$ cat src/rtl/pipeline_hazard_ctrl_pkg.sv
// Shared types and constants for the pipeline hazard controller.
package pipeline_hazard_ctrl_pkg;

  localparam logic [1:0] FWD_RF  = 2'b00;
  localparam logic [1:0] FWD_MEM = 2'b01;
  localparam logic [1:0] FWD_WB  = 2'b10;

  localparam int unsigned DRAIN_CYC_DEFAULT = 4;

  typedef enum logic [1:0] {
    StRun    = 2'b00,
    StDrain  = 2'b01,
    StHalted = 2'b10
  } hz_state_e;

  // Newest producer wins; x0 is never forwarded.
  function automatic logic [1:0] fwd_sel(input logic [4:0] rs,
                                         input logic       mem_we, input logic [4:0] mem_rd,
                                         input logic       wb_we,  input logic [4:0] wb_rd);
    if (mem_we && (mem_rd != 5'd0) && (mem_rd == rs)) begin
      return FWD_MEM;
    end else if (wb_we && (wb_rd != 5'd0) && (wb_rd == rs)) begin
      return FWD_WB;
    end
    return FWD_RF;
  endfunction

endpackage

$ cat src/rtl/pipeline_hazard_ctrl_fwd_unit.sv
// Combinational EX operand forwarding selects and WB-to-ID register-file bypass.
module pipeline_hazard_ctrl_fwd_unit
  import pipeline_hazard_ctrl_pkg::*;
(
  input  logic [4:0] id_rs1_i,
  input  logic [4:0] id_rs2_i,
  input  logic [4:0] ex_rs1_i,
  input  logic [4:0] ex_rs2_i,
  input  logic [4:0] mem_rd_i,
  input  logic       mem_reg_write_i,
  input  logic [4:0] wb_rd_i,
  input  logic       wb_reg_write_i,
  output logic [1:0] fwd_a_o,
  output logic [1:0] fwd_b_o,
  output logic       id_byp_a_o,
  output logic       id_byp_b_o
);

  logic wb_live;

  assign wb_live = wb_reg_write_i && (wb_rd_i != 5'd0);

  assign fwd_a_o = fwd_sel(ex_rs1_i, mem_reg_write_i, mem_rd_i, wb_reg_write_i, wb_rd_i);
  assign fwd_b_o = fwd_sel(ex_rs2_i, mem_reg_write_i, mem_rd_i, wb_reg_write_i, wb_rd_i);

  // The register file writes on the edge, so a same-cycle WB value must bypass the read.
  assign id_byp_a_o = wb_live && (wb_rd_i == id_rs1_i);
  assign id_byp_b_o = wb_live && (wb_rd_i == id_rs2_i);

endmodule

$ cat src/rtl/pipeline_hazard_ctrl.sv
// Five-stage pipeline sequencer: stall/flush control, halt/drain FSM, performance counters.
module pipeline_hazard_ctrl
  import pipeline_hazard_ctrl_pkg::*;
#(
  parameter int unsigned CNT_W     = 32,
  parameter int unsigned DRAIN_CYC = DRAIN_CYC_DEFAULT
) (
  input  logic             clk,
  input  logic             rst_n,
  input  logic             icache_stall,
  input  logic             dcache_stall,
  input  logic [4:0]       id_rs1,
  input  logic [4:0]       id_rs2,
  input  logic             id_use_rs1,
  input  logic             id_use_rs2,
  input  logic [4:0]       ex_rd,
  input  logic             ex_mem_read,
  input  logic [4:0]       ex_rs1,
  input  logic [4:0]       ex_rs2,
  input  logic [4:0]       mem_rd,
  input  logic [4:0]       wb_rd,
  input  logic             mem_reg_write,
  input  logic             wb_reg_write,
  input  logic             ex_redirect,
  input  logic             halt_req,
  output logic             pc_en,
  output logic             ifid_en,
  output logic             idex_en,
  output logic             exmem_en,
  output logic             memwb_en,
  output logic             ifid_flush,
  output logic             idex_flush,
  output logic             pc_sel_redirect,
  output logic [1:0]       fwd_a,
  output logic [1:0]       fwd_b,
  output logic             id_byp_a,
  output logic             id_byp_b,
  output logic             halted,
  output logic [CNT_W-1:0] stall_cnt,
  output logic [CNT_W-1:0] flush_cnt
);

  localparam int unsigned DcW = (DRAIN_CYC > 1) ? $clog2(DRAIN_CYC) : 1;
  localparam logic [DcW-1:0] DcLast = DcW'(DRAIN_CYC - 1);

  hz_state_e        state_q, state_d;
  logic [DcW-1:0]   dcnt_q, dcnt_d;
  logic [CNT_W-1:0] stall_cnt_q, stall_cnt_d;
  logic [CNT_W-1:0] flush_cnt_q, flush_cnt_d;

  logic mem_stall;
  logic load_use;

  assign mem_stall = icache_stall | dcache_stall;
  assign load_use  = ex_mem_read && (ex_rd != 5'd0) &&
                     ((id_use_rs1 && (id_rs1 == ex_rd)) || (id_use_rs2 && (id_rs2 == ex_rd)));

  pipeline_hazard_ctrl_fwd_unit u_fwd_unit (
    .id_rs1_i        (id_rs1),
    .id_rs2_i        (id_rs2),
    .ex_rs1_i        (ex_rs1),
    .ex_rs2_i        (ex_rs2),
    .mem_rd_i        (mem_rd),
    .mem_reg_write_i (mem_reg_write),
    .wb_rd_i         (wb_rd),
    .wb_reg_write_i  (wb_reg_write),
    .fwd_a_o         (fwd_a),
    .fwd_b_o         (fwd_b),
    .id_byp_a_o      (id_byp_a),
    .id_byp_b_o      (id_byp_b)
  );

  always_comb begin
    state_d         = state_q;
    dcnt_d          = dcnt_q;
    stall_cnt_d     = stall_cnt_q;
    flush_cnt_d     = flush_cnt_q;
    pc_en           = 1'b1;
    ifid_en         = 1'b1;
    idex_en         = 1'b1;
    exmem_en        = 1'b1;
    memwb_en        = 1'b1;
    ifid_flush      = 1'b0;
    idex_flush      = 1'b0;
    pc_sel_redirect = 1'b0;
    halted          = 1'b0;

    unique case (state_q)
      StRun: begin
        if (mem_stall) begin
          {pc_en, ifid_en, idex_en, exmem_en, memwb_en} = 5'b00000;
          stall_cnt_d = stall_cnt_q + CNT_W'(1);
        end else if (ex_redirect) begin
          // The ID instruction is wrong-path, so a coincident load-use is moot.
          pc_sel_redirect = 1'b1;
          ifid_flush      = 1'b1;
          idex_flush      = 1'b1;
          flush_cnt_d     = flush_cnt_q + CNT_W'(1);
        end else if (load_use) begin
          pc_en       = 1'b0;
          ifid_en     = 1'b0;
          idex_flush  = 1'b1;
          stall_cnt_d = stall_cnt_q + CNT_W'(1);
        end
        if (halt_req) begin
          state_d = StDrain;
          dcnt_d  = '0;
        end
      end

      StDrain: begin
        if (mem_stall) begin
          {pc_en, ifid_en, idex_en, exmem_en, memwb_en} = 5'b00000;
        end else begin
          pc_en      = 1'b0;
          ifid_flush = 1'b1;
          if (load_use) begin
            ifid_en    = 1'b0;
            idex_flush = 1'b1;
          end
          if (dcnt_q == DcLast) begin
            state_d = StHalted;
          end else begin
            dcnt_d = dcnt_q + DcW'(1);
          end
        end
      end

      StHalted: begin
        {pc_en, ifid_en, idex_en, exmem_en, memwb_en} = 5'b00000;
        halted = 1'b1;
      end

      default: state_d = StRun;
    endcase
  end

  always_ff @(posedge clk or negedge rst_n) begin
    if (!rst_n) begin
      state_q     <= StRun;
      dcnt_q      <= '0;
      stall_cnt_q <= '0;
      flush_cnt_q <= '0;
    end else begin
      state_q     <= state_d;
      dcnt_q      <= dcnt_d;
      stall_cnt_q <= stall_cnt_d;
      flush_cnt_q <= flush_cnt_d;
    end
  end

  assign stall_cnt = stall_cnt_q;
  assign flush_cnt = flush_cnt_q;

endmodule

$ cat config.mk
export PLATFORM = sky130hd
export DESIGN_NAME = pipeline_hazard_ctrl
export DESIGN_NICKNAME = d
export VERILOG_FILES = /design/src/rtl/pipeline_hazard_ctrl_pkg.sv /design/src/rtl/pipeline_hazard_ctrl_fwd_unit.sv /design/src/rtl/pipeline_hazard_ctrl.sv
export SDC_FILE = /design/constraint.sdc
export NUM_CORES = 1
export LEC_CHECK = 0
export CORE_ASPECT_RATIO = 1.5
export CORE_MARGIN = 5
export CORE_UTILIZATION = 25
export DETAILED_ROUTE_END_ITERATION = 16
export PLACE_DENSITY = 0.48
export SYNTH_ARGS = -nofsm -noshare
export SYNTH_HDL_FRONTEND = slang
export SYNTH_SLANG_ARGS = --single-unit
export TNS_END_PERCENT = 100
$ cat constraint.sdc
create_clock -name clk -period 3 [get_ports clk]
set_input_delay 0.6 -clock clk [delete_from_list [all_inputs] [get_ports clk]]
set_output_delay 0.6 -clock clk [all_outputs]
set_load 0.01 [all_outputs]
# Word level (Yosys, flattened, before mapping)
# Index checks and enable logic that the tools add are counted.
# word_totals
reg_bits	68
inputBits	46
out_inout_bits	79
# classes
n_addsub	3
eq_ne	16
mux	39
n_bitwise	3
n_reduce_logical	25
# ops
op	count
$mux 32	3
$add 32x1->32 const B	2
$eq 5x5->1	8
$mux 2	12
$mux 1	17
$reduce_bool 5->1	3
$logic_and 1x1->1	12
$ne 2x2->1 const B	4
$pmux 1 s2	4
$reduce_and 4->1	2
$pmux 2 s3	1
$reduce_and 3->1	2
$eq 2x2->1 const B	2
$pmux 2 s2	1
$reduce_bool 2->1	2
$reduce_or 2->1	2
$pmux 1 s3	1
$add 2x1->2 const B	1
$eq 2x1->1 const B	1
$logic_not 2->1	1
$ne 2x1->1 const B	1
$not 1->1	2
$logic_or 1x1->1	1
$or 1x1->1	1

# Depth between registers and ports, before layout
# Gate-level depths: netlist of run 1.
# depth
ltp_word	8
mapped_depth	7
mapped_depth_nobuf	6

# Hierarchy
# From an unflattened synthesis of run 1, not the netlist that was laid out.
# unflattened
hier_cells	361
hier_area_um2	3678.5
# modules_own_cells
module	n_inst	cells_per_inst	area_per_inst_um2	seq_area_each_um2
pipeline_hazard_ctrl	1	308	3266.9	1701.6
pipeline_hazard_ctrl_fwd_unit	1	53	411.6	0.0

# Worst setup path after synthesis of run 1
# OpenSTA, ideal clock, no wires.
# synth_path
path_type	input-to-output
startpoint	input ex_rd[1]
endpoint	output pc_en
t_arrival_ns	1.959
slack_ns	0.441
stages	6
path_buffers	0
path_cell_list	or4_1 -> o21ai_0 -> nor2_1 -> a21oi_2 -> nand2_1 -> nand2_1
# synth_between
elab_chain_cells	8
elab_cells_between_ends	12
cone_classes	eq/ne (2); mux (4); reduce/logical (6)
# synth_lines
element	line_no	rtl
start, declared	pipeline_hazard_ctrl.sv:16	input logic [4:0] ex_rd,
$eq 5x5->1	pipeline_hazard_ctrl.sv:56	((id_use_rs1 && (id_rs1 == ex_rd)) || (id_use_rs2 && (id_rs2 == ex_rd)));
$logic_and 1x1->1	pipeline_hazard_ctrl.sv:56	
$logic_or 1x1->1	pipeline_hazard_ctrl.sv:56	
$logic_and 1x1->1 (*)	pipeline_hazard_ctrl.sv:55	assign load_use = ex_mem_read && (ex_rd != 5'd0) &&
$mux 1 (*)	pipeline_hazard_ctrl.sv:99	end else if (load_use) begin
$mux 1 (*)	pipeline_hazard_ctrl.sv:93	end else if (ex_redirect) begin
$mux 1 (*)	pipeline_hazard_ctrl.sv:90	if (mem_stall) begin
$pmux 1 s2 (*)	pipeline_hazard_ctrl.sv:88	unique case (state_q)
end, declared	pipeline_hazard_ctrl.sv:26	output logic pc_en,
# Mark *: on every way between the ends. The rest lies on a longest branch, timed or not.

# Worst setup path in the final report of run 1
# layout_path
startpoint	input wb_rd[2]
endpoint	output fwd_a[1]
# layout_between
elab_chain_cells	6
elab_cells_between_ends	7
cone_classes	eq/ne (1); mux (3); reduce/logical (3)
# layout_lines
element	line_no	rtl
start, declared	pipeline_hazard_ctrl.sv:21	input logic [4:0] wb_rd,
$reduce_bool 5->1	pipeline_hazard_ctrl_pkg.sv:22	end else if (wb_we && (wb_rd != 5'd0) && (wb_rd == rs)) begin
$logic_and 1x1->1	pipeline_hazard_ctrl_pkg.sv:22	
$logic_and 1x1->1 (*)	pipeline_hazard_ctrl_pkg.sv:22	
$mux 1 (*)	pipeline_hazard_ctrl_pkg.sv:22	
$mux 1 (*)	pipeline_hazard_ctrl_pkg.sv:20	if (mem_we && (mem_rd != 5'd0) && (mem_rd == rs)) begin
$mux 2 (*)	pipeline_hazard_ctrl_pkg.sv:25	return FWD_RF;
end, declared	pipeline_hazard_ctrl.sv:34	output logic [1:0] fwd_a,
# Marks and branches as above.

==> impl_results.md, run 1 <==
- Leakage: 2.55 nW
- Area contributors post-synth: dfrtp_1, xor2_1, xnor2_1
- Yosys reg bits: 68
- FILL cells: 1448
- Worst-Margin Slew: 0.550 ns
- Average size of a mapped cell: 10.0 µm²
- Crit end category: output port
- Die height: 159 µm
- First-pass GRT wire length: 17.7 mm
- Final hold slack: 0.291 ns
- Clock Tree Buf Depth: 2
- Crit start category: input pin
- Worst setup margin: 0.0591 ns
- R2r setup slk: 0.66 ns
- Initial antenna violation count: 0
- Clock slew at reported path FFs: 0.06 ns
- Req. time, crit path: 2.40 ns
- Port Buf Inserts: 124
- Min-Delay Path Class: in -> async
- Final Hold Viols: 0
- DR vias: 3268
- Post-DP Area: 5460 µm²
- Fmax: 0.340 GHz
- Sequential-to-total area share from yosys stat: 45.9%
- Vias per cell: 4.43
- Final setup violation count: 0
- Die X: 109 µm
- Worst-skew pair later-pin latency: 0.33 ns
- Hold-fix buffers, CTS: 0
- Peak VDD IR: 0.329 mV
- Clk_skew: 0.00895 ns
- Fraction of layout cells with a size suffix above 1: 17.2%
- Worst-case reg-to-reg path depth: 6
- Initial Util: 25.5%
- Top FF cell, synth: dfrtp_1
- Nets: 585
- CP dominant cell by count: or4_4
- DR DRC count: 0
- Ports: 125
- H-tree depth: 3
- Max stage delay on crit path: 0.56 ns
- Max-Cap Viols: 0
- Yosys warns: 0
- Die ar.: 17400 µm²
- R2r endpoint: stall_cnt[31]
- CTS Buf Count: 9
- Final Cycle Share: 98.0%
- Gpl congestion: 0.824
- Core Box Area: 14500 µm²
- Post-Route WL: 10.9 mm
- Final ANT Viol Nets: 0
- EDFF count, synth: 0
- Synth area leader: dfrtp_1
- Cell area after synthesis: 3700 µm²
- Initial DRC Count: 91
- Design Area, Final: 5810 µm²
- Relative slew slack: 63.0%
- Post-synth net total: 419
- Most numerous cell in the Yosys netlist: dfrtp_1
- Synth Instances: 370
- Yosys top cell area share: 45.9%
- Slew Viols, Final: 0
- Synth cell types: 40
- GRT overflow: 0
- Clk sinks: 68
- Core Util, Final: 40.0%
- Critical-path cell list: clkdlybuf4s50_1 -> or4_4 -> o21ai_2 -> or4_4 -> nor4_4 -> buf_2
- Total GRT Usage: 12.8%
- Status: complete, no violations
- Post-layout min period: 2.94 ns
- Pwr dens: 481 nW/µm²
- Post-DR wirelength/cell: 14.8 µm
- Largest net degree at the start of global routing: 69
- CTS tree: built
- Vias in the first global route: 3406
- Detailed Place HPWL: 8.59 mm
- Critical path type: in -> out
- Num rows: 54
- R2r startpoint: stall_cnt[6]
- Area grow syn2layout: 56.8%
- Clock root buffer: clkbuf_16
- RSZ-0062 raised after global routing: no
- CP max-delay cell: or4_4
- Pre-CTS setup slack: -0.473 ns
- CP arrival: 2.34 ns
- ANT cells: 0
- First-pass DRT Iterations: 4
- Async set or reset register ratio after synthesis: 100%
- List of most frequent post-synthesis cells: dfrtp_1, xor2_1, xnor2_1
- Worst Path Max Fanout: 4
==> how the worst max path moves through the flow <==
| stage | from | to | slack, ns |
|---|---|---|---|
| 2_1_floorplan | ex_rd[1] | pc_en | 0.44 |
| 3_3_place_gp | ex_rd[2] | ifid_en | -0.47 |
| 3_5_place_dp | ex_rd[2] | ifid_en | -0.47 |
| 4_1_cts | ex_rd[2] | idex_flush | 0.001 |
| 5_1_grt | dcache_stall | pc_sel_redirect | 0.005 |
| 6_report | wb_rd[2] | fwd_a[1] | 0.06 |
==> per-layer routing <==
layer	track usage [%]	part of all wire, %	wire length, µm
met4	4.08	1.2	135
met1	15.2	41	4490
met5	0	0	0
met2	21.3	49	5390
met3	4.62	8.3	904
==> registers in the layout, indices dropped and copies added (netlist names) <==
signal	flops
stall_cnt	32
flush_cnt	32
dcnt_q	2
state_q	2
==> kinds of logic (layout without fill, tap and decap cells) <==
group	count (synthesis)	in the layout	share of synthesized area, %
flops	68	68	45.9
mux	1	1	0.304
xor+xnor	102	102	24.1
simple gates	157	157	23.1
buf+inv	24	195	3.01
compound gates	15	15	2.57
fa+ha+maj	3	3	1.01
==> through the flow <==
stage          power, mW  TNS (ns)  std cells
2_1_floorplan       1.45         0        370
3_3_place_gp        1.83     -2.86        720
3_5_place_dp        1.84     -2.86        720
4_1_cts             2.84         0        737
5_1_grt             2.95         0        737
6_report            2.79         0        737
==> worst max-delay path, delay by kind of cell <==
kind	cells	cell delay [ns]
compound gates	1	0.09
simple gates	3	0.98
buf+inv	2	0.67
==> what timing repair did <==
item	in CTS	in global routing
pin swaps	4	4
setup endpoints to repair	9	5
resized for setup	31	17
setup buffers	1	0
cloned	0	0
==> placed cells by master (no fill, tap or decap), drive strengths merged <==
cell / n
clkinvlp: 2
buf: 48
mux2: 1
nor4b: 7
nand2: 30
a31o: 2
nor4: 13
nor3b: 3
and4: 3
o22ai: 1
nor2: 28
or3: 2
dlygate4sd2: 4
xnor2: 46
a22oi: 1
nor3: 16
a21oi: 4
dfrtp: 68
dlymetal6s2s: 3
clkdlybuf4s50: 111
clkinv: 4
or2: 2
or4: 6
nor4bb: 1
and3: 4
clkbuf: 11
nand2b: 4
inv: 12
xor2: 56
and2: 1
nand3: 24
ha: 3
o21ai: 7
nand4: 13
==> area by class of cell <==
class	instances	area, µm²	area share (%)
Clock inverter	7	51.3	0.883
Tap cell	196	245	4.22
Clock buffer	9	225	3.88
Multi-Input combinational cell	278	1970	34.0
Inverter	11	41.3	0.711
Sequential cell	68	1700	29.3
Timing Repair Buffer	168	1570	27.1
==> power by group <==
part | switching (mW) | internal (mW)
clock network | 0.405 | 0.561
registers | 0.119 | 1.00
logic | 0.325 | 0.378
No activity file was read; power rests on OpenSTA's default activity.
==> run 2: changes to the inputs <==
- CTS_CLUSTER_DIAMETER: default -> 200
==> results of run 2 <==
Same layout as run 1: the final DEF is identical, and so are final timing and power.
